===== src/rtl/bcd_pkg.sv =====
// Shared types and helpers for the sequential binary-to-BCD converter.
// State encoding, digit width and a digit-count helper.
package bcd_pkg;

  localparam int BCD_DIGIT_W = 4;

  typedef enum logic [1:0] {
    IDLE  = 2'd0,
    SHIFT = 2'd1,
    DONE  = 2'd2
  } state_t;

  // Smallest digit count that holds 2**width-1 without overflow
  function automatic int digits_needed(input int width);
    longint unsigned v;
    int n;
    v = (longint'(1) << width) - 1;
    n = 0;
    while (v != 0) begin
      v = v / 10;
      n = n + 1;
    end
    if (n == 0) n = 1;
    return n;
  endfunction

endpackage


===== src/rtl/bin_to_bcd_seq_if.sv =====
// Start/done handshake and result bundle of the converter.
// Master drives start/bin, slave returns the BCD result.
interface bin_to_bcd_seq_if #(
  parameter int BIN_W  = 14,
  parameter int DIGITS = 4
);
  logic                  start;
  logic [BIN_W-1:0]      bin;
  logic                  ready;
  logic                  done;
  logic [4*DIGITS-1:0]   bcd;
  logic [DIGITS-1:0]     blank;
  logic                  overflow;

  modport master (
    output start, bin,
    input  ready, done, bcd, blank, overflow
  );

  modport slave (
    input  start, bin,
    output ready, done, bcd, blank, overflow
  );
endinterface


===== src/rtl/bcd_digit_adj.sv =====
// One shift-and-add-3 correction cell.
// A digit of 5 or more gets +3 so the next shift carries correctly.
module bcd_digit_adj
  import bcd_pkg::*;
(
  input  logic [BCD_DIGIT_W-1:0] i_d,
  output logic [BCD_DIGIT_W-1:0] o_d
);

  // 4-bit add, no carry out of the digit
  assign o_d = (i_d >= 4'd5) ? i_d + 4'd3 : i_d;

endmodule


===== src/rtl/bin_to_bcd_seq.sv =====
// Sequential binary-to-BCD converter, one input bit per clock.
// Adds overflow flag and leading-zero blanking mask.
module bin_to_bcd_seq
  import bcd_pkg::*;
#(
  parameter int BIN_W  = 14,
  parameter int DIGITS = 4
) (
  input logic            clk,
  input logic            rst_n,
  bin_to_bcd_seq_if.slave bus
);

  localparam int CNT_W = $clog2(BIN_W);
  localparam int ACC_W = BCD_DIGIT_W * DIGITS;
  localparam logic [CNT_W-1:0] LAST = CNT_W'(BIN_W - 1);
  localparam logic [DIGITS-1:0] BLANK_RST =
    {DIGITS{1'b1}} ^ DIGITS'(1);

  state_t             r_state;
  logic [BIN_W-1:0]   r_sreg;
  logic [ACC_W-1:0]   r_acc;
  logic [CNT_W-1:0]   r_cnt;
  logic               r_sticky;
  logic               r_ready;
  logic               r_done;
  logic [ACC_W-1:0]   r_bcd;
  logic [DIGITS-1:0]  r_blank;
  logic               r_ovf;

  logic [ACC_W-1:0]   w_adj;
  logic [ACC_W-1:0]   w_acc_nxt;
  logic [BIN_W-1:0]   w_sreg_nxt;
  logic               w_shout;
  logic               w_accept;
  logic [DIGITS-1:0]  w_blank;

  genvar g;
  generate
    for (g = 0; g < DIGITS; g++) begin : g_adj
      bcd_digit_adj u_adj (
        .i_d (r_acc[g*BCD_DIGIT_W +: BCD_DIGIT_W]),
        .o_d (w_adj[g*BCD_DIGIT_W +: BCD_DIGIT_W])
      );
    end
  endgenerate

  assign {w_shout, w_acc_nxt, w_sreg_nxt} = {w_adj, r_sreg, 1'b0};
  assign w_accept = bus.start && (r_state != SHIFT);

  // Leading-zero mask of the next accumulator; units never blanked
  always_comb begin
    logic z;
    w_blank = '0;
    z = 1'b1;
    for (int k = DIGITS - 1; k >= 1; k--) begin
      z = z & (w_acc_nxt[k*BCD_DIGIT_W +: BCD_DIGIT_W] == 4'd0);
      w_blank[k] = z;
    end
  end

  // Control FSM, datapath and registered result
  always_ff @(posedge clk or negedge rst_n) begin
    if (!rst_n) begin
      r_state  <= IDLE;
      r_sreg   <= '0;
      r_acc    <= '0;
      r_cnt    <= '0;
      r_sticky <= 1'b0;
      r_ready  <= 1'b1;
      r_done   <= 1'b0;
      r_bcd    <= '0;
      r_blank  <= BLANK_RST;
      r_ovf    <= 1'b0;
    end else begin
      r_done <= 1'b0;
      unique case (r_state)
        IDLE, DONE: begin
          if (w_accept) begin
            r_sreg   <= bus.bin;
            r_acc    <= '0;
            r_cnt    <= '0;
            r_sticky <= 1'b0;
            r_ready  <= 1'b0;
            r_state  <= SHIFT;
          end else begin
            r_state <= IDLE;
          end
        end
        SHIFT: begin
          r_acc    <= w_acc_nxt;
          r_sreg   <= w_sreg_nxt;
          r_sticky <= r_sticky | w_shout;
          r_cnt    <= r_cnt + 1'b1;
          if (r_cnt == LAST) begin
            r_state <= DONE;
            r_ready <= 1'b1;
            r_done  <= 1'b1;
            r_bcd   <= w_acc_nxt;
            r_blank <= w_blank;
            r_ovf   <= r_sticky | w_shout;
          end
        end
        default: r_state <= IDLE;
      endcase
    end
  end

  assign bus.ready    = r_ready;
  assign bus.done     = r_done;
  assign bus.bcd      = r_bcd;
  assign bus.blank    = r_blank;
  assign bus.overflow = r_ovf;

endmodule


===== src/flat_wrapper.sv =====
// flat-port wrapper written by rule: the top's interface ports become plain ports
module bin_to_bcd_seq_flat import bcd_pkg::*;
#(
  parameter int BIN_W  = 14,
  parameter int DIGITS = 4
)
  (clk, rst_n, bus_start, bus_bin, bus_ready, bus_done, bus_bcd, bus_blank, bus_overflow);
  bin_to_bcd_seq_if #(.BIN_W(BIN_W), .DIGITS(DIGITS)) bus_i ();
  input logic clk;
  input logic rst_n;
  input wire logic [$bits(bus_i.start)-1:0] bus_start;
  input wire logic [$bits(bus_i.bin)-1:0] bus_bin;
  output wire logic [$bits(bus_i.ready)-1:0] bus_ready;
  output wire logic [$bits(bus_i.done)-1:0] bus_done;
  output wire logic [$bits(bus_i.bcd)-1:0] bus_bcd;
  output wire logic [$bits(bus_i.blank)-1:0] bus_blank;
  output wire logic [$bits(bus_i.overflow)-1:0] bus_overflow;
  assign bus_i.start = bus_start;
  assign bus_i.bin = bus_bin;
  assign bus_ready = bus_i.ready;
  assign bus_done = bus_i.done;
  assign bus_bcd = bus_i.bcd;
  assign bus_blank = bus_i.blank;
  assign bus_overflow = bus_i.overflow;
  bin_to_bcd_seq #(.BIN_W(BIN_W), .DIGITS(DIGITS)) u_core (.clk(clk), .rst_n(rst_n), .bus(bus_i));
endmodule

===== config.mk =====
export PLATFORM = sky130hd
export DESIGN_NAME = bin_to_bcd_seq_flat
export DESIGN_NICKNAME = d
export VERILOG_FILES = /design/src/rtl/bcd_pkg.sv /design/src/rtl/bin_to_bcd_seq_if.sv /design/src/rtl/bcd_digit_adj.sv /design/src/rtl/bin_to_bcd_seq.sv /design/src/flat_wrapper.sv
export SDC_FILE = /design/constraint.sdc
export NUM_CORES = 1
export LEC_CHECK = 0
export CORE_MARGIN = 2
export CORE_UTILIZATION = 26
export DETAILED_ROUTE_END_ITERATION = 12
export PLACE_DENSITY_LB_ADDON = 0.1
export SYNTH_ARGS = -nofsm -noshare
export SYNTH_HDL_FRONTEND = slang
export SYNTH_SLANG_ARGS = --single-unit

===== constraint.sdc =====
create_clock -name clk -period 5 [get_ports clk]
set_clock_uncertainty 0.2 [all_clocks]
set_input_delay 1 -clock clk [delete_from_list [all_inputs] [get_ports clk]]
set_output_delay 1 -clock clk [all_outputs]
set_load 0.05 [all_outputs]

Yosys cells after proc, flatten, opt, wreduce, memory -nomap -nowiden

Index checks and enable logic that the tools add are counted.

Flip-flop bits (word level): 59
Bits of input ports: 17
Output and inout port bits: 23
Word-level logic and storage cells: 57

$add $sub $neg: 5
Mux-type cells: 19
Bitwise logic cells: 3
Reductions and logical operators: 10
Equality and inequality tests: 6
Order comparisons: 4

Operators by type and width:

| cell                | number |
|---|---|
| $pmux 16 s2         | 1 |
| $pmux 14 s2         | 1 |
| $mux 4              | 5 |
| $add 4x2->4 const B | 4 |
| $ge 4x3->1 const B  | 4 |
| $mux 16             | 1 |
| $mux 14             | 1 |
| $logic_not 4->1     | 3 |
| $pmux 4 s2          | 1 |
| $ne 2x1->1 const B  | 3 |
| $mux 1              | 5 |
| $add 4x1->4 const B | 1 |
| $eq 4x4->1 const B  | 1 |
| $pmux 1 s2          | 2 |
| $pmux 2 s2          | 1 |
| $reduce_and 2->1    | 2 |
| $reduce_and 3->1    | 1 |
| $and 1x1->1         | 2 |
| $eq 2x1->1 const B  | 1 |
| $eq 2x2->1 const B  | 1 |
| $logic_not 2->1     | 1 |
| $mux 2              | 1 |
| $reduce_bool 2->1   | 1 |
| $reduce_or 2->1     | 1 |
| other kinds (2)     | 2 |

Logic depth before layout (Yosys ltp)

Word-level depth: 5
Gate-level depth with buffers: 7
Mapped depth without buffers: 7

Hierarchy

From an unflattened synthesis, not the netlist that was laid out.

Cells, all modules: 246
Area total of the unflattened synthesis: 2816.5 um^2

By module, submodules not included:

| module         | cells an instance | seq. area each (um^2) | area an instance (um^2) | times used |
|---|---|---|---|---|
| bin_to_bcd_seq | 182               | 1481.4                | 2411.1                  | 1 |
| bcd_digit_adj  | 16                | 0.0                   | 101.3                   | 4 |

Worst setup path before layout

OpenSTA, ideal clock, no wires.

Kind: input -> register
Start: input bus_start
End: register u_core.r_acc[7]
Setup time: 0.083 ns
Setup slack: 2.750 ns
Arrival: 1.968 ns
Data required time: 4.717 ns
Buffers on the path: 2
Cell stages on the path: 6
Path through: nor2b_1 -> clkbuf_1 -> nor2_1 -> clkbuf_1 -> o21ai_0 -> o21ai_0

Word-level cells in the longest chain between the ends: 3

Ends and longest elaborated chain:

| what                       | line                 | text |
|---|---|---|
| start: declaration         | flat_wrapper.sv:11   | `input wire logic [$bits(bus_i.start)-1:0] bus_start;` |
| $logic_and 1x1->1          | bin_to_bcd_seq.sv:49 | `assign w_accept = bus.start && (r_state != SHIFT);` |
| $ne 2x1->1 (no line)       | -                    |  |
| $reduce_and 2->1 (no line) | -                    |  |
| end signal: assignment     | bin_to_bcd_seq.sv:91 | `r_acc <= w_acc_nxt;` |
| end: declaration           | bin_to_bcd_seq.sv:22 | `logic [ACC_W-1:0] r_acc;` |

No other way between the ends.
A chain may end at the register's enable or synchronous reset.

Worst setup path after layout

Start: register u_core.r_ready, in the netlist u_core.bus.ready
End: output bus_ready

RTL lines:

| what                     | line                 | text |
|---|---|---|
| start: declaration       | bin_to_bcd_seq.sv:25 | `logic r_ready;` |
| start signal: assignment | bin_to_bcd_seq.sv:70 | `r_ready <= 1'b1;` |
| start signal: assignment | bin_to_bcd_seq.sv:84 | `r_ready <= 1'b0;` |
| start signal: assignment | bin_to_bcd_seq.sv:97 | `r_ready <= 1'b1;` |
| end: declaration         | flat_wrapper.sv:13   | `output wire logic [$bits(bus_i.ready)-1:0] bus_ready;` |

No word-level cell between the ends.

==> key figures <==
STA
  – RSZ-0062 raised after global routing: false
  – Worst Setup Slack, final: 2.14 ns
  – Final hold slack: approximately 0.27 ns
  – Slew of the pin with the lowest slew margin: around 0.60 ns
  – Minimum clock period: 2.86 ns
  – Crit share post-route: ~57%
  – Final setup viols: 0
  – Slew HR: roughly three fifths
  – Max Clk Rate: around 350 MHz
  – Final hold violation count: 0
  – Final Max Slew Viols: 0
  – Setup tns final: 0 ns

Final layout
  – N_diodes: 0
  – Post-route insts no fill: about 470
  – Core Util, Final: between 30% and 40%
  – Layout area overhead: 26.1%
  – Commonest non-fill, non-tap cell in the layout: nand2_1
  – Final #Nets: 351
  – Highest-count cells in the layout ignoring fill and taps: 83 x nand2_1, 55 x dfrtp_1, 37 x clkdlybuf4s50_1
  – Layout cells sized above 1: about 8.5%

Logic synthesis
  – Ranking of synthesized cells by area: dfrtp_1 51%, nand2_1 12%, o21ai_0 4.8%, ha_1 4.6%, dfstp_2 3.9%
  – Netlist cell types: 32
  – Cell count after synthesis: between 200 and 300
  – Post-Synth Simple-Gate Area: 18.9%
  – EDFF count, synth: 0
  – Most used DFF post-synth: dfrtp_1
  – Post-synth top area cell: dfrtp_1
  – Warnings from Yosys: 0
  – Register area share after synthesis: a little over half
  – Main combinational cell family by area after synthesis: simple AND/OR/NAND/NOR gates
  – Syn avg cell area: roughly 9.6 µm²
  – Ys async rst share: 100%
  – Flop and latch count out of synthesis: 59
  – Synth Area in Compound Gates: between 10 and 15%
  – Yosys top cell area share: between 50% and 60%
  – XOR/XNOR Fraction of Synth Area: approximately 1.3%
  – Syn nets: 309
  – Mux contribution to synthesized area: roughly 1.9%
  – Synth Area in Adders: ~4.6%
  – Cell area after synthesis: around 2700 µm²

Drt
  – Wirelength per Cell: 12.8 µm
  – Routed Antenna Nets: 0
  – DR vias: between 2000 and 2500
  – Number of DRC markers in iteration 0: 63
  – DRC violations left: 0
  – DR vias/cell: between 4 and 5
  – Pre-Repair DR Iteration Count: 4
  – Total Wirelength: ~6000 µm

Clock tree
  – CTS buffer count: 9
  – H-tree levels: 3
  – # resized after CTS: 0
  – Worst-case clock buffer depth: 2
  – Post-CTS Setup Bufs: 0
  – Root Buffer: clkbuf_8
  – Worst-skew pair later-pin latency: between 0.3 and 0.4 ns
  – Clk pin slew, worst setup/hold paths: around 0.070 ns
  – CTS Hold Bufs: 0
  – Sink Count: roughly 60
  – CTS tree: built

Placement
  – Dpl ws: 1.94 ns
  – Placed insts: ~450
  – Port buffer count: 38
  – DP HPWL: roughly 4000 µm
  – Placer Congestion: 0.733

Setup path
  – Critical path arrival: between 1.5 and 2 ns
  – Critical path fanouts, max: 2
  – Largest delay contributor family on the critical path: buffers and inverters
  – R2R depth: 7
  – Crit end category: primary output
  – Setup Crit Path Kind: reg2out
  – Crit path cell chain: clkdlybuf4s50_1
  – Critical Path RT: around 3.8 ns
  – Worst path max stage delay: approximately 0.79 ns
  – CP startpoint kind: flop
  – WP buf/inv: 1
  – Slowest-stage cell, CP: clkdlybuf4s50_1
  – R2R Path End: u_core.bus.blank[1]
  – R2R setup slack: about 2.7 ns
  – FF-to-FF Start: u_core.r_acc[5]

Floorplanning
  – I/O pins: 40
  – Die Y-Extent: 106 µm
  – Initial Utilization: 26.5%
  – Die width: approximately 110 µm
  – FP Rows: 37
  – Core ar.: 10200 µm²
  – Die Area: roughly 11000 µm²

GRT
  – Grt met3 use: 2.39%
  – Global route total overflow: 0
  – Met2 global-route usage: roughly 18%
  – Initial antenna violation count: 0
  – GRT Total Usage: 11.2%
  – Largest net degree at the start of global routing: 46
  – Met1 Usage GRT: roughly 14%
  – First-pass GRT wire length: between 9000 and 10000 µm
  – Vias in the first global route: between 2000 and 2500
  – GRT busiest layer: met2

Power and ir drop
  – Pwr/cell area: ~680 nW/µm²
  – Leakage: between 1.5 and 2 nW
  – Worst ir drop on vdd: between 0.2 and 0.25 mV

Min path
  – Worst Hold Path EP: u_core.bus.overflow
  – Worst hold path class: reg2reg
  – Min-delay src: u_core.bus.overflow
  – Hold Path Depth: 2

Run
  – Max-cap violations: 0

Outcome
  – Status: finished clean
-- metal layers --
layer / vias to the layer above / wire length, µm
met5: - / 0
met4: 0 / 114
met3: 10 / 204
met2: 35 / 2710
met1: 960 / 2900
li1: 1033 / -
-- where the power goes --
group          total (mW)  leakage (nW)  switching (mW)  internal (mW)
combinational        1.10         0.743           0.676          0.421
sequential          0.829         0.743           0.147          0.682
clock               0.376        0.0872           0.184          0.191
-- cells by family after synthesis --
group	Yosys count
AO/OA/AOI/OAI	62
XOR/XNOR	4
adder cells (fa/ha/maj)	10
buffers and inverters	24
flip-flops	59
multiplexers	5
other	1
AND/OR/NAND/NOR	117
-- tightest hold or removal path: stages, from the launching register on --
cell and delay, ns:
dfrtp_1 0.34, nand2_1 0.05, nand2_1 0.05
-- how the worst max path moves through the flow --
stage	from	to	slack [ns]	cells after the start
after floorplan	bus_start	u_core.r_acc[7]	2.75	6
after CTS	u_core.bus.ready	bus_ready	2.11	1
after detailed placement	bus_start	u_core.r_acc[7]	1.94	7
after global placement	bus_start	u_core.r_acc[7]	1.94	7
after global routing	u_core.bus.blank[1]	bus_blank[1]	2.09	1
final	u_core.bus.ready	bus_ready	2.14	1
-- layout make-up --
type                       instances  area, µm²
inverter                          11       41.3
clock inverter                     3       15.0
multi-input combinational        199       1130
sequential                        59       1480
fill                            1093       6780
timing repair buffer              44        420
tap                              136        170
clock buffer                      13        149
-- cell usage after synthesis (2+ instances only) --
master,n
clkbuf_1,11
a22oi_1,13
mux2i_1,5
a21oi_1,8
a22o_1,10
nand2_1,83
nor2_1,5
nor3b_1,4
dfstp_2,4
inv_1,10
dfrtp_1,55
nor3_1,3
ha_1,10
nand2b_1,9
o21ai_0,26
nand4_1,2
nand3_1,6
xnor2_1,4
-- metrics by stage --
step | instance area [µm²] | total power [mW]
after floorplan | 2700 | 1.62
after global placement | 3240 | 1.95
after detailed placement | 3240 | 1.95
after CTS | 3410 | 2.34
after global routing | 3410 | 2.49
final | 3410 | 2.30
-- registers in the layout (all words and copies together) (netlist names) --
name                 cells
u_core.r_sticky          1
u_core.r_acc            16
u_core.r_state           2
u_core.bus.blank         3
u_core.bus.overflow      1
u_core.bus.done          1
u_core.r_cnt             4
u_core.r_sreg           14
u_core.bus.ready         1
u_core.bus.bcd          16
Power figures use the tool's default switching activity.
